--- src/rtl/ro_cache_ctrl_regfile.sv ---
`default_nettype none
// ============================================================================
// Module      : ro_cache_ctrl_regfile
// Description : Memory-mapped control registers for the read-only caches.
//               Holds the cache enable and per-rule start/end addresses, and
//               runs a multi-cache flush handshake with per-cache completion.
// Revision    : 1.0 - initial release
// ============================================================================
module ro_cache_ctrl_regfile #(
    parameter int NUM_ADDR_RULES = 4,
    parameter int NUM_CACHES     = 4,
    parameter int ADDR_WIDTH     = 32,
    parameter int DATA_WIDTH     = 32
) (
    input  logic                                 clk_i,
    input  logic                                 rst_i,
    input  logic                                 req_valid_i,
    output logic                                 req_ready_o,
    input  logic                                 req_write_i,
    input  logic [ADDR_WIDTH-1:0]                req_addr_i,
    input  logic [DATA_WIDTH-1:0]                req_wdata_i,
    input  logic [DATA_WIDTH/8-1:0]              req_strb_i,
    output logic                                 resp_valid_o,
    output logic [DATA_WIDTH-1:0]                resp_rdata_o,
    output logic                                 resp_error_o,
    output logic                                 enable_o,
    output logic [NUM_ADDR_RULES*ADDR_WIDTH-1:0] start_addr_o,
    output logic [NUM_ADDR_RULES*ADDR_WIDTH-1:0] end_addr_o,
    output logic [NUM_ADDR_RULES-1:0]            rule_valid_o,
    output logic [NUM_CACHES-1:0]                flush_valid_o,
    input  logic [NUM_CACHES-1:0]                flush_ready_i,
    output logic                                 flush_busy_o
);

    localparam int c_STRB_W = DATA_WIDTH / 8;
    // The FLUSH read word has bit0 for busy, so at most DATA_WIDTH-1 done bits fit.
    localparam int c_DONE_VIS = (NUM_CACHES > DATA_WIDTH - 1) ? DATA_WIDTH - 1 : NUM_CACHES;

    localparam logic [5:0] c_WORD_ENABLE = 6'd0;
    localparam logic [5:0] c_WORD_FLUSH  = 6'd1;
    localparam logic [5:0] c_WORD_INFO   = 6'd2;

    localparam logic [DATA_WIDTH-1:0] c_INFO =
        DATA_WIDTH'({16'(NUM_CACHES), 16'(NUM_ADDR_RULES)});

    typedef enum logic [0:0] {
        ST_IDLE  = 1'b0,
        ST_FLUSH = 1'b1
    } state_t;

    state_t                  r_state;
    state_t                  w_state_nxt;

    logic                    r_enable;
    logic [ADDR_WIDTH-1:0]   r_start [NUM_ADDR_RULES];
    logic [ADDR_WIDTH-1:0]   r_end   [NUM_ADDR_RULES];

    logic [NUM_CACHES-1:0]   r_flush_valid;
    logic [NUM_CACHES-1:0]   w_flush_valid_nxt;
    logic [NUM_CACHES-1:0]   r_done;
    logic [NUM_CACHES-1:0]   w_done_nxt;
    logic [NUM_CACHES-1:0]   w_ack;

    logic                    r_resp_valid;
    logic                    r_resp_error;
    logic [DATA_WIDTH-1:0]   r_resp_rdata;

    logic [5:0]              w_word;
    logic [NUM_ADDR_RULES-1:0] w_start_hit;
    logic [NUM_ADDR_RULES-1:0] w_end_hit;
    logic                    w_hit_enable;
    logic                    w_hit_flush;
    logic                    w_hit_info;
    logic                    w_hit_rule;
    logic                    w_err;
    logic                    w_stall;
    logic                    w_accept;
    logic                    w_wr_ok;
    logic                    w_flush_start;
    logic [DATA_WIDTH-1:0]   w_flush_rd;
    logic [DATA_WIDTH-1:0]   w_rdata;
    logic                    w_unused;

    // Merge write data into an existing value, byte lane by byte lane.
    function automatic logic [DATA_WIDTH-1:0] f_apply_strb(
        input logic [DATA_WIDTH-1:0] old_val,
        input logic [DATA_WIDTH-1:0] new_val,
        input logic [c_STRB_W-1:0]   strb
    );
        logic [DATA_WIDTH-1:0] res;
        res = old_val;
        for (int b = 0; b < c_STRB_W; b++) begin
            if (strb[b]) begin
                res[8*b +: 8] = new_val[8*b +: 8];
            end
        end
        return res;
    endfunction

    // ------------------------------------------------------------------
    // Address decode: only the word index in bits [7:2] matters.
    // ------------------------------------------------------------------
    assign w_word   = req_addr_i[7:2];
    assign w_unused = ^{req_addr_i[ADDR_WIDTH-1:8], req_addr_i[1:0]};

    generate
        for (genvar i = 0; i < NUM_ADDR_RULES; i++) begin : g_rule_dec
            assign w_start_hit[i] = (w_word == 6'(4 + 2*i));
            assign w_end_hit[i]   = (w_word == 6'(5 + 2*i));
        end
    endgenerate

    assign w_hit_enable = (w_word == c_WORD_ENABLE);
    assign w_hit_flush  = (w_word == c_WORD_FLUSH);
    assign w_hit_info   = (w_word == c_WORD_INFO);
    assign w_hit_rule   = (|w_start_hit) || (|w_end_hit);

    // Unmapped offsets and writes to the read-only INFO word are errors.
    assign w_err = !(w_hit_enable || w_hit_flush || w_hit_info || w_hit_rule)
                   || (req_write_i && w_hit_info);

    // Rules and enable are frozen while a flush is running.
    assign w_stall     = (r_state == ST_FLUSH) && req_write_i && (w_hit_enable || w_hit_rule);
    assign req_ready_o = !w_stall;
    assign w_accept    = req_valid_i && req_ready_o;
    assign w_wr_ok     = w_accept && req_write_i && !w_err;

    // A FLUSH write while busy is silently ignored.
    assign w_flush_start = w_wr_ok && w_hit_flush && req_strb_i[0] && req_wdata_i[0]
                           && (r_state == ST_IDLE);

    // Enable bit register.
    always_ff @(posedge clk_i) begin
        if (rst_i) begin
            r_enable <= 1'b0;
        end else if (w_wr_ok && w_hit_enable && req_strb_i[0]) begin
            r_enable <= req_wdata_i[0];
        end
    end

    // Per-rule start/end address registers with byte-strobe writes.
    always_ff @(posedge clk_i) begin
        if (rst_i) begin
            for (int i = 0; i < NUM_ADDR_RULES; i++) begin
                r_start[i] <= '0;
                r_end[i]   <= '0;
            end
        end else begin
            for (int i = 0; i < NUM_ADDR_RULES; i++) begin
                if (w_wr_ok && w_start_hit[i]) begin
                    r_start[i] <= f_apply_strb(r_start[i], req_wdata_i, req_strb_i);
                end
                if (w_wr_ok && w_end_hit[i]) begin
                    r_end[i] <= f_apply_strb(r_end[i], req_wdata_i, req_strb_i);
                end
            end
        end
    end

    generate
        for (genvar i = 0; i < NUM_ADDR_RULES; i++) begin : g_rule_out
            assign start_addr_o[i*ADDR_WIDTH +: ADDR_WIDTH] = r_start[i];
            assign end_addr_o[i*ADDR_WIDTH +: ADDR_WIDTH]   = r_end[i];
            assign rule_valid_o[i] = (r_end[i] > r_start[i]);
        end
    endgenerate

    // ------------------------------------------------------------------
    // Flush handshake FSM
    // ------------------------------------------------------------------
    assign w_ack = r_flush_valid & flush_ready_i;

    // Flush state, outstanding requests and per-cache completion mask.
    always_ff @(posedge clk_i) begin
        if (rst_i) begin
            r_state       <= ST_IDLE;
            r_flush_valid <= '0;
            r_done        <= '0;
        end else begin
            r_state       <= w_state_nxt;
            r_flush_valid <= w_flush_valid_nxt;
            r_done        <= w_done_nxt;
        end
    end

    // Next-state: launch all caches at once, retire each on its own acknowledge.
    always_comb begin
        w_state_nxt       = r_state;
        w_flush_valid_nxt = r_flush_valid;
        w_done_nxt        = r_done;
        case (r_state)
            ST_IDLE: begin
                if (w_flush_start) begin
                    w_state_nxt       = ST_FLUSH;
                    w_flush_valid_nxt = '1;
                    w_done_nxt        = '0;
                end
            end
            ST_FLUSH: begin
                w_flush_valid_nxt = r_flush_valid & ~w_ack;
                w_done_nxt        = r_done | w_ack;
                if (&(r_done | w_ack)) begin
                    w_state_nxt = ST_IDLE;
                end
            end
            default: begin
                w_state_nxt = ST_IDLE;
            end
        endcase
    end

    assign flush_valid_o = r_flush_valid;
    assign flush_busy_o  = (r_state == ST_FLUSH);
    assign enable_o      = r_enable;

    // ------------------------------------------------------------------
    // Read path and response
    // ------------------------------------------------------------------
    // FLUSH status word: busy in bit0, done mask above it.
    always_comb begin
        w_flush_rd    = '0;
        w_flush_rd[0] = flush_busy_o;
        for (int c = 0; c < c_DONE_VIS; c++) begin
            w_flush_rd[c+1] = r_done[c];
        end
    end

    // Read data multiplexer over all mapped words.
    always_comb begin
        w_rdata = '0;
        if (w_hit_enable) begin
            w_rdata[0] = r_enable;
        end
        if (w_hit_flush) begin
            w_rdata = w_flush_rd;
        end
        if (w_hit_info) begin
            w_rdata = c_INFO;
        end
        for (int i = 0; i < NUM_ADDR_RULES; i++) begin
            if (w_start_hit[i]) begin
                w_rdata = r_start[i];
            end
            if (w_end_hit[i]) begin
                w_rdata = r_end[i];
            end
        end
    end

    // One-cycle response pulse; data only for successful reads.
    always_ff @(posedge clk_i) begin
        if (rst_i) begin
            r_resp_valid <= 1'b0;
            r_resp_error <= 1'b0;
            r_resp_rdata <= '0;
        end else begin
            r_resp_valid <= w_accept;
            r_resp_error <= w_accept && w_err;
            r_resp_rdata <= (w_accept && !req_write_i && !w_err) ? w_rdata : '0;
        end
    end

    assign resp_valid_o = r_resp_valid;
    assign resp_error_o = r_resp_error;
    assign resp_rdata_o = r_resp_rdata;

endmodule
`default_nettype wire
--- config.mk ---
export PLATFORM = sky130hd
export DESIGN_NAME = ro_cache_ctrl_regfile
export DESIGN_NICKNAME = d
export VERILOG_FILES = /design/src/rtl/ro_cache_ctrl_regfile.sv
export SDC_FILE = /design/constraint.sdc
export NUM_CORES = 1
export LEC_CHECK = 0
export BUFFER_PORTS_ARGS = -buffer_cell sky130_fd_sc_hd__buf_2
export CORE_MARGIN = 2
export CORE_UTILIZATION = 59
export DETAILED_ROUTE_END_ITERATION = 8
export PLACE_DENSITY = 0.93
export SYNTH_ARGS = -nofsm -noshare
export SYNTH_HDL_FRONTEND = slang
export SYNTH_SLANG_ARGS = --single-unit
--- constraint.sdc ---
create_clock -name clk_i -period 6.95 [get_ports clk_i]
set_input_delay 1.0425 -clock clk_i [delete_from_list [all_inputs] [get_ports clk_i]]
set_output_delay 1.0425 -clock clk_i [all_outputs]
set_load 0.01 [all_outputs]
# Word-level counts from Yosys, hierarchy flattened
# Memory sizes are Yosys's and may differ from the RTL's.
# Index checks and enable logic that the tools add are counted.
# totals
ff_bits,44
ramBits,256
in_bits,76
out_inout_bits,301
word_cells,224
memories,2
# op_classes
magnitude_cmp,4
n_eq_ne,11
n_mux,148
n_bitwise,14
reduce_logical,38
# memory_table
memory,depth,width,rd,rd_clocked_by_memory_dff,wr,line_no,source
r_end,4,32,4,0,4,56,logic [ADDR_WIDTH-1:0] r_end [NUM_ADDR_RULES];
r_start,4,32,4,0,4,55,logic [ADDR_WIDTH-1:0] r_start [NUM_ADDR_RULES];
# ops
operator,count
$mux 8,96
$mux 32,17
$gt 32x32->1,4
$mux 1,29
$eq 6x3->1 const B,4
$eq 6x4->1 const B,4
$logic_and 1x1->1,23
$pmux 4 s2,2
$and 4x4->4,2
$mux 4,2
$or 1x1->1,8
$reduce_or 4->1,2
$eq 6x1->1 const B,1
$eq 6x2->1 const B,1
$logic_not 6->1,1
$logic_or 1x1->1,6
$mux 5,1
$logic_not 1->1,4
$not 4->4,1
$or 4x4->4,1
$reduce_and 4->1,1
$ne 2x2->1 const B,1
$not 1->1,2
$pmux 1 s2,1
$reduce_or 2->1,1

# Logic depth before layout (Yosys ltp)
# Gate-level depths: netlist (run 1).
# logic_depth
word_depth,15
ltp_mapped,9

# Worst setup path after synthesis (run 1)
# Ideal clock, no wire load.
# synth_path
path_kind,in2reg
start,in req_addr_i[7]
end,mem r_end[2][0] (enable)
arrival_ps,2711
required_time_ps,6575
path_slack_ps,3865
cell_stages,5
path_buffers,2
path_cell_list,nor4b_2 nand2_1 clkbuf_1 clkbuf_1 o21bai_1
# synth_rtl
item,line_no,source
from (decl),20,"input logic [ADDR_WIDTH-1:0] req_addr_i,"
to (decl),56,

==> results of run 1 <==
[synth_stat cells (all sizes together) (17+ instances only)]
cell type,number,area (µm²)
ha,128,1602
buf,35,180.2
o21bai,32,240.2
a221oi,17,148.9
dfxtp,44,880.8
clkbuf,37,147.6
a21oi,86,430.4
o22ai,29,181.4
mux2i,21,210.2
nand2,65,244.0
nor2,75,366.6
a22oi,25,187.7
edfxtp,256,7687
and2,256,1602
a21o,33,247.7
nand4,26,162.7
inv,135,506.7
o21ai,54,270.3
[critical path, delay by kind of cell (launching register included)]
family / cells / cell delay [ns]
adders and majority gates: 1 / 0.34
buffers and inverters: 1 / 0.18
DFF: 1 / 0.44
and+or+nand+nor: 2 / 0.49
AOI/OAI and AO/OA: 4 / 1.17
[flip-flops by register name, summed over array words and instances (netlist names)]
register,count
flush_busy_o,1
r_start,128
r_end,128
r_done,4
resp_error_o,1
flush_valid_o,4
resp_rdata_o,32
enable_o,1
resp_valid_o,1
[cell type report]
type | instances | area, µm² | share of cell area (%)
flip-flops and latches | 300 | 8568 | 44.19
multi-input cells | 977 | 6935 | 35.77
repair buffers | 361 | 1837 | 9.473
clock buffers | 48 | 1007 | 5.195
inverters | 135 | 506.7 | 2.613
well taps | 341 | 426.7 | 2.200
clock inverters | 11 | 103.9 | 0.5356
diodes | 2 | 5.005 | 0.02581
[layer usage]
| metal | global-route usage [%] | wire, µm | vias to the layer above |
|---|---|---|---|
| met5 | 0 | 0 | - |
| met4 | 15.87 | 2452 | 0 |
| met3 | 7.372 | 6750 | 154 |
| met2 | 56.24 | 24130 | 1064 |
| met1 | 50.36 | 20280 | 6682 |
| li1 | - | - | 6026 |
[cells in the final DEF (no fill, tap or decap), drive strengths merged, types with 9 or more instances in the layout]
cell type,instances
nand2,65
o21ai,54
o21a,9
a21o,33
dfxtp,44
a22oi,25
nand2b,10
nor2,75
mux2i,21
o21bai,32
nand3,13
buf,361
a21oi,86
and2,256
nand4,26
o211ai,16
inv,135
clkbuf,48
ha,128
o22ai,29
edfxtp,256
a221oi,17
[kinds of logic after synthesis]
group,count (synthesis)
flops,300
mux,25
compound gates,346
buf+inv,207
fa+ha+maj,128
simple gates,478
[power by group through the flow]
| stage | Sequential, mW | Combinational, mW | Clock, mW |
|---|---|---|---|
| CTS | 2.11 | 0.508 | 1.78 |
| global placement | 2.14 | 0.480 | 0 |
| floorplan | 2.16 | 0.235 | 0 |
| global route | 2.12 | 0.560 | 1.86 |
| finish | 2.11 | 0.521 | 1.79 |
| detailed placement | 2.14 | 0.503 | 0 |
[final timing paths]
path / depth (start not counted) / start / to / slack (ns)
hold reg to reg: 2 / flush_valid_o[0] / flush_valid_o[0] / 0.49
hold / removal: 2 / flush_valid_o[0] / flush_valid_o[0] / 0.49
setup / recovery: 8 / r_end[3][5] / rule_valid_o[3] / 2.77
setup reg to reg: 5 / flush_busy_o / r_end[2][25] / 4.27
==> results.yml, run 1 <==
worst_setup_path:
  cpMaxStageDelayCell: "o41ai_1"
  worstPathArrival_ns: 3.14
  path_cells: "ha_1, nand4_1, a21oi_1, o41ai_1, a2111oi_0, nor4b_1, a21oi_1, buf_2"
  required_ns: 5.91
  cp-end-kind: "output port"
  worstSetupStartpointType: "register"
  cpMostUsedCell: "a21oi_1"
  critPathMaxFanout: 3
  crit_type: "reg -> out"
  max_stage_delay_ns: 0.75
timing:
  fmax_mhz: 239.3
  holdWs_ns: 0.4948
  fin_crit_sh_pct: 60.13
  period_minus_slack_ns: 4.179
  skew_ns: 0.01193
  setup_viol: 0
  rsz0062_at_grt: "false"
  tns_ns: 0
  maxSlewViolCount: 0
  slew_headroom_pct: 33.38
  finalWorstSetupSlack_ns: 2.771
  tightest_slew_ns: 0.9949
  hold_viol: 0
final_layout:
  drive_gt1_share_pct: 23.58
  finalNetCount: 2013
  n_fill_cell: 1845
  final_area_um2: 19390
  fin_cells: 2175
  synthToLayoutAreaGrowth_pct: 18.79
  final_core_util_pct: 71.75
place:
  place_hpwl_um: 40500
  pre_cts_slack_ns: 2.945
  placed_cell_area_um2: 18270
  gp_congestion: 0.9912
  port_buffers: 350
  place_inst: 2114
yosys:
  synth_area_um2: 16320
  synth_xor_area_share_pct: 0
  synth_nets: 1688
  synth_fa_ha_area_share_pct: 9.811
  synth_simple_gate_area_share_pct: 16.76
  async_reset_ff_share_pct: 0
  synth-compound-area-share_pct: 13.99
  yosys_warnings: 0
  avgSynthCellArea_um2: 11.00
  yosys-mux-area-fraction_pct: 1.840
  ys_seq_area_share_pct: 52.49
  synth_top_family_by_area: "simple AND/OR/NAND/NOR gates"
  synthDistinctLibCells: 58
  syn-instance-count: 1484
  ys_ff_latch: 300
  synth-main-ff-cell: "edfxtp_1"
  synth-edff-count: 256
cts:
  cts_resized: 0
  root_buffer: "clkbuf_16"
  cts_hold_buffers: 0
  cts.htree.levels: 2
  cts.sinks: 300
  cts_buffers: 34
  cts_buffer_depth: 3
  cts_tree: "yes"
  clk_latency_ns: 0.51
  clkSlewWorstSetupHoldPaths_ns: 0.06
  post-cts-setup-buffer-count: 0
floorplan:
  start_util_pct: 60.40
  core_area_um2: 27030
  die_width_um: 170.3
  design.die.area_um2: 29010
  die_h_um: 170.3
  num_rows: 60
  boundaryPins: 377
power:
  power.switching_mw: 1.124
  pwr-share-seq_pct: 47.7
  vdd_drop_max_v: 0.0002282
  p_clk_share_pct: 40.5
  p_int_mw: 3.299
  switching_share_pct: 25.41
  leakagePower_nw: 8.401
  comb_power_share_pct: 11.8
  power_mw: 4.424
  p_per_area_nw_per_um2: 228.1
routing:
  drtIter0Drc: 2033
  totalWireLength_um: 53610
  dr.pass1.iters: 6
  vias_per_cell: 6.403
  antenna_left: 0
  num_vias: 13926
  drcViolationCount: 0
  wl_per_cell_um: 24.65
global_routing:
  grt_max_degree: 49
  antenna_found_initial: 2
  grt_pass1_vias: 13401
  gr-total-overflow: 0
  grt_pass1_wl_um: 79380
  grt.total_usage_pct: 36.47
worst_hold_path:
  hold_path_class: "reg -> reg"
outcome:
  status: "completed"
run:
  maxCapViolations: 0
Note: power is estimated with default switching activity, not from simulation.
==> run 2: changes to the inputs <==
- CORE_UTILIZATION: 59 -> 55
- PLACE_DENSITY: 0.93 -> 0.88
- clock period: 6.95 -> 4.1 ns (I/O delays scaled with it)
==> run 2 against run 1 <==
Effect of this change: clock power increased by 71%; sequential cell count did not move; largest cell class unchanged; non-clock buffer count grew 23; die area grew 7.1%; clock-buffer cell count decreased by 7; highest routed layer unchanged; combinational power is 71% higher.
==> results.yml, run 2 (synthesized netlist as in run 1, its figures left out) <==
timing:
  rsz0062_at_grt: "false"
  slew_headroom_pct: 36.61
  fmax_mhz: 261.0
  period_minus_slack_ns: 3.832
  tightest_slew_ns: 0.9509
  maxSlewViolCount: 0
  tns_ns: 0
  hold_viol: 0
  fin_crit_sh_pct: 93.46
  skew_ns: 0.01503
  setup_viol: 0
place:
  place_hpwl_um: 41160
  gp_congestion: 1.019
  port_buffers: 350
  placed_cell_area_um2: 18510
floorplan:
  start_util_pct: 55.52
  boundaryPins: 377
  die_width_um: 176.3
  die_h_um: 176.3
  core_area_um2: 29400
  num_rows: 63
  design.die.area_um2: 31070
cts:
  cts_hold_buffers: 0
  cts_buffers: 34
  cts_tree: "yes"
  post-cts-setup-buffer-count: 0
  cts_resized: 0
  cts.sinks: 300
  clk_latency_ns: 0.52
  clkSlewWorstSetupHoldPaths_ns: 0.06
  cts.htree.levels: 2
  root_buffer: "clkbuf_16"
  cts_buffer_depth: 3
routing:
  drtIter0Drc: 1811
  totalWireLength_um: 53390
  vias_per_cell: 6.093
  drcViolationCount: 0
  wl_per_cell_um: 23.74
  dr.pass1.iters: 6
  antenna_left: 0
  num_vias: 13703
power:
  p_per_area_nw_per_um2: 383.6
  switching_share_pct: 25.77
  power.switching_mw: 1.938
  leakagePower_nw: 8.498
  comb_power_share_pct: 11.8
  pwr-share-seq_pct: 47.5
  p_int_mw: 5.584
  vdd_drop_max_v: 0.0002907
  p_clk_share_pct: 40.6
global_routing:
  grt_max_degree: 53
  grt.total_usage_pct: 33.37
  grt_pass1_vias: 13013
  gr-total-overflow: 0
  antenna_found_initial: 3
  grt_pass1_wl_um: 77560
final_layout:
  final_area_um2: 19610
  final_common_cell: "buf_2"
  finalNetCount: 2036
  synthToLayoutAreaGrowth_pct: 20.14
  final_cell_mix: "buf_2, and2_1, edfxtp_1"
  drive_gt1_share_pct: 24.46
run:
  maxCapViolations: 0
outcome:
  status: "completed"
worst_setup_path:
  r2r_slack_ns: 1.48
  worstPathArrival_ns: 3.22
  path_delay_family: "compound AO/OA/AOI/OAI gates"
  cpMaxStageDelayCell: "a221oi_1"
  worstSetupStartpointType: "register"
  required_ns: 3.48
  worst-path-buf-inv: 1
  cp-end-kind: "output port"
  max_stage_delay_ns: 0.51
  critPathMaxFanout: 4
  path_cells: "ha_1, a2111oi_0, nand3_1, o21ai_0, o211ai_1, a221oi_1, a41oi_1, buf_2"
  crit_type: "reg -> out"
worst_hold_path:
  hold_path_class: "in -> reg"
run 2: worst paths after layout:
check	start	end	depth (start not counted)
worst max-delay path	r_end[0][7]	rule_valid_o[0]	8
worst max register to register	flush_busy_o	r_end[0][0]	5
worst min-delay path	req_write_i	resp_valid_o	2
worst min register to register	flush_valid_o[2]	flush_valid_o[2]	2
run 2: through the flow:
| stage | total power, mW | util [%] | hold WS [ns] | setup slack (ns) | cells |
|---|---|---|---|---|---|
| 4_1_cts | 7.501 | 66.67 | 0.3875 | 0.3272 | 2246 |
| 2_1_floorplan | 4.057 | - | 0.4764 | 1.442 | 1484 |
| 3_5_place_dp | 4.500 | 62.95 | 0.4910 | 0.5464 | 2186 |
| 6_report | 7.523 | 66.70 | 0.4008 | 0.2681 | 2249 |
| 5_1_grt | 7.719 | 66.70 | 0.4028 | 0.1859 | 2249 |
| 3_3_place_gp | 4.463 | 62.95 | 0.4719 | 0.5867 | 2186 |
run 2: final cells by class:
cell class              count  area [µm²]
diodes                      3       7.507
clock buffers              41       898.4
clock inverters            19       196.4
fillers                  2268        9792
inverters                 135       506.7
multi-input cells         977        6935
flip-flops and latches    300        8568
well taps                 390       488.0
repair buffers            384        2009
run 2: worst register-to-register path, stage by stage, from the launching register on:
cell	delay, ns
dfxtp_1	0.47
a211oi_1	0.33
o21a_2	0.24
nand2b_1	0.50
nor2_4	0.71
and2_1	0.23
run 2: routing by layer:
metal  track usage (%)  up-vias  wire (µm)
met3             6.977      172       6728
met4             16.56        0       3051
met1             45.75     6465      20160
met5                 0        -          0
li1                  -     6070          -
met2             50.62      996      23450
run 2: power groups by stage:
stage	Clock (mW)	Sequential [mW]	Combinational [mW]
2_1_floorplan	0	3.66	0.398
3_3_place_gp	0	3.63	0.835
3_5_place_dp	0	3.63	0.866
4_1_cts	3.06	3.57	0.874
5_1_grt	3.18	3.59	0.957
6_report	3.06	3.58	0.890
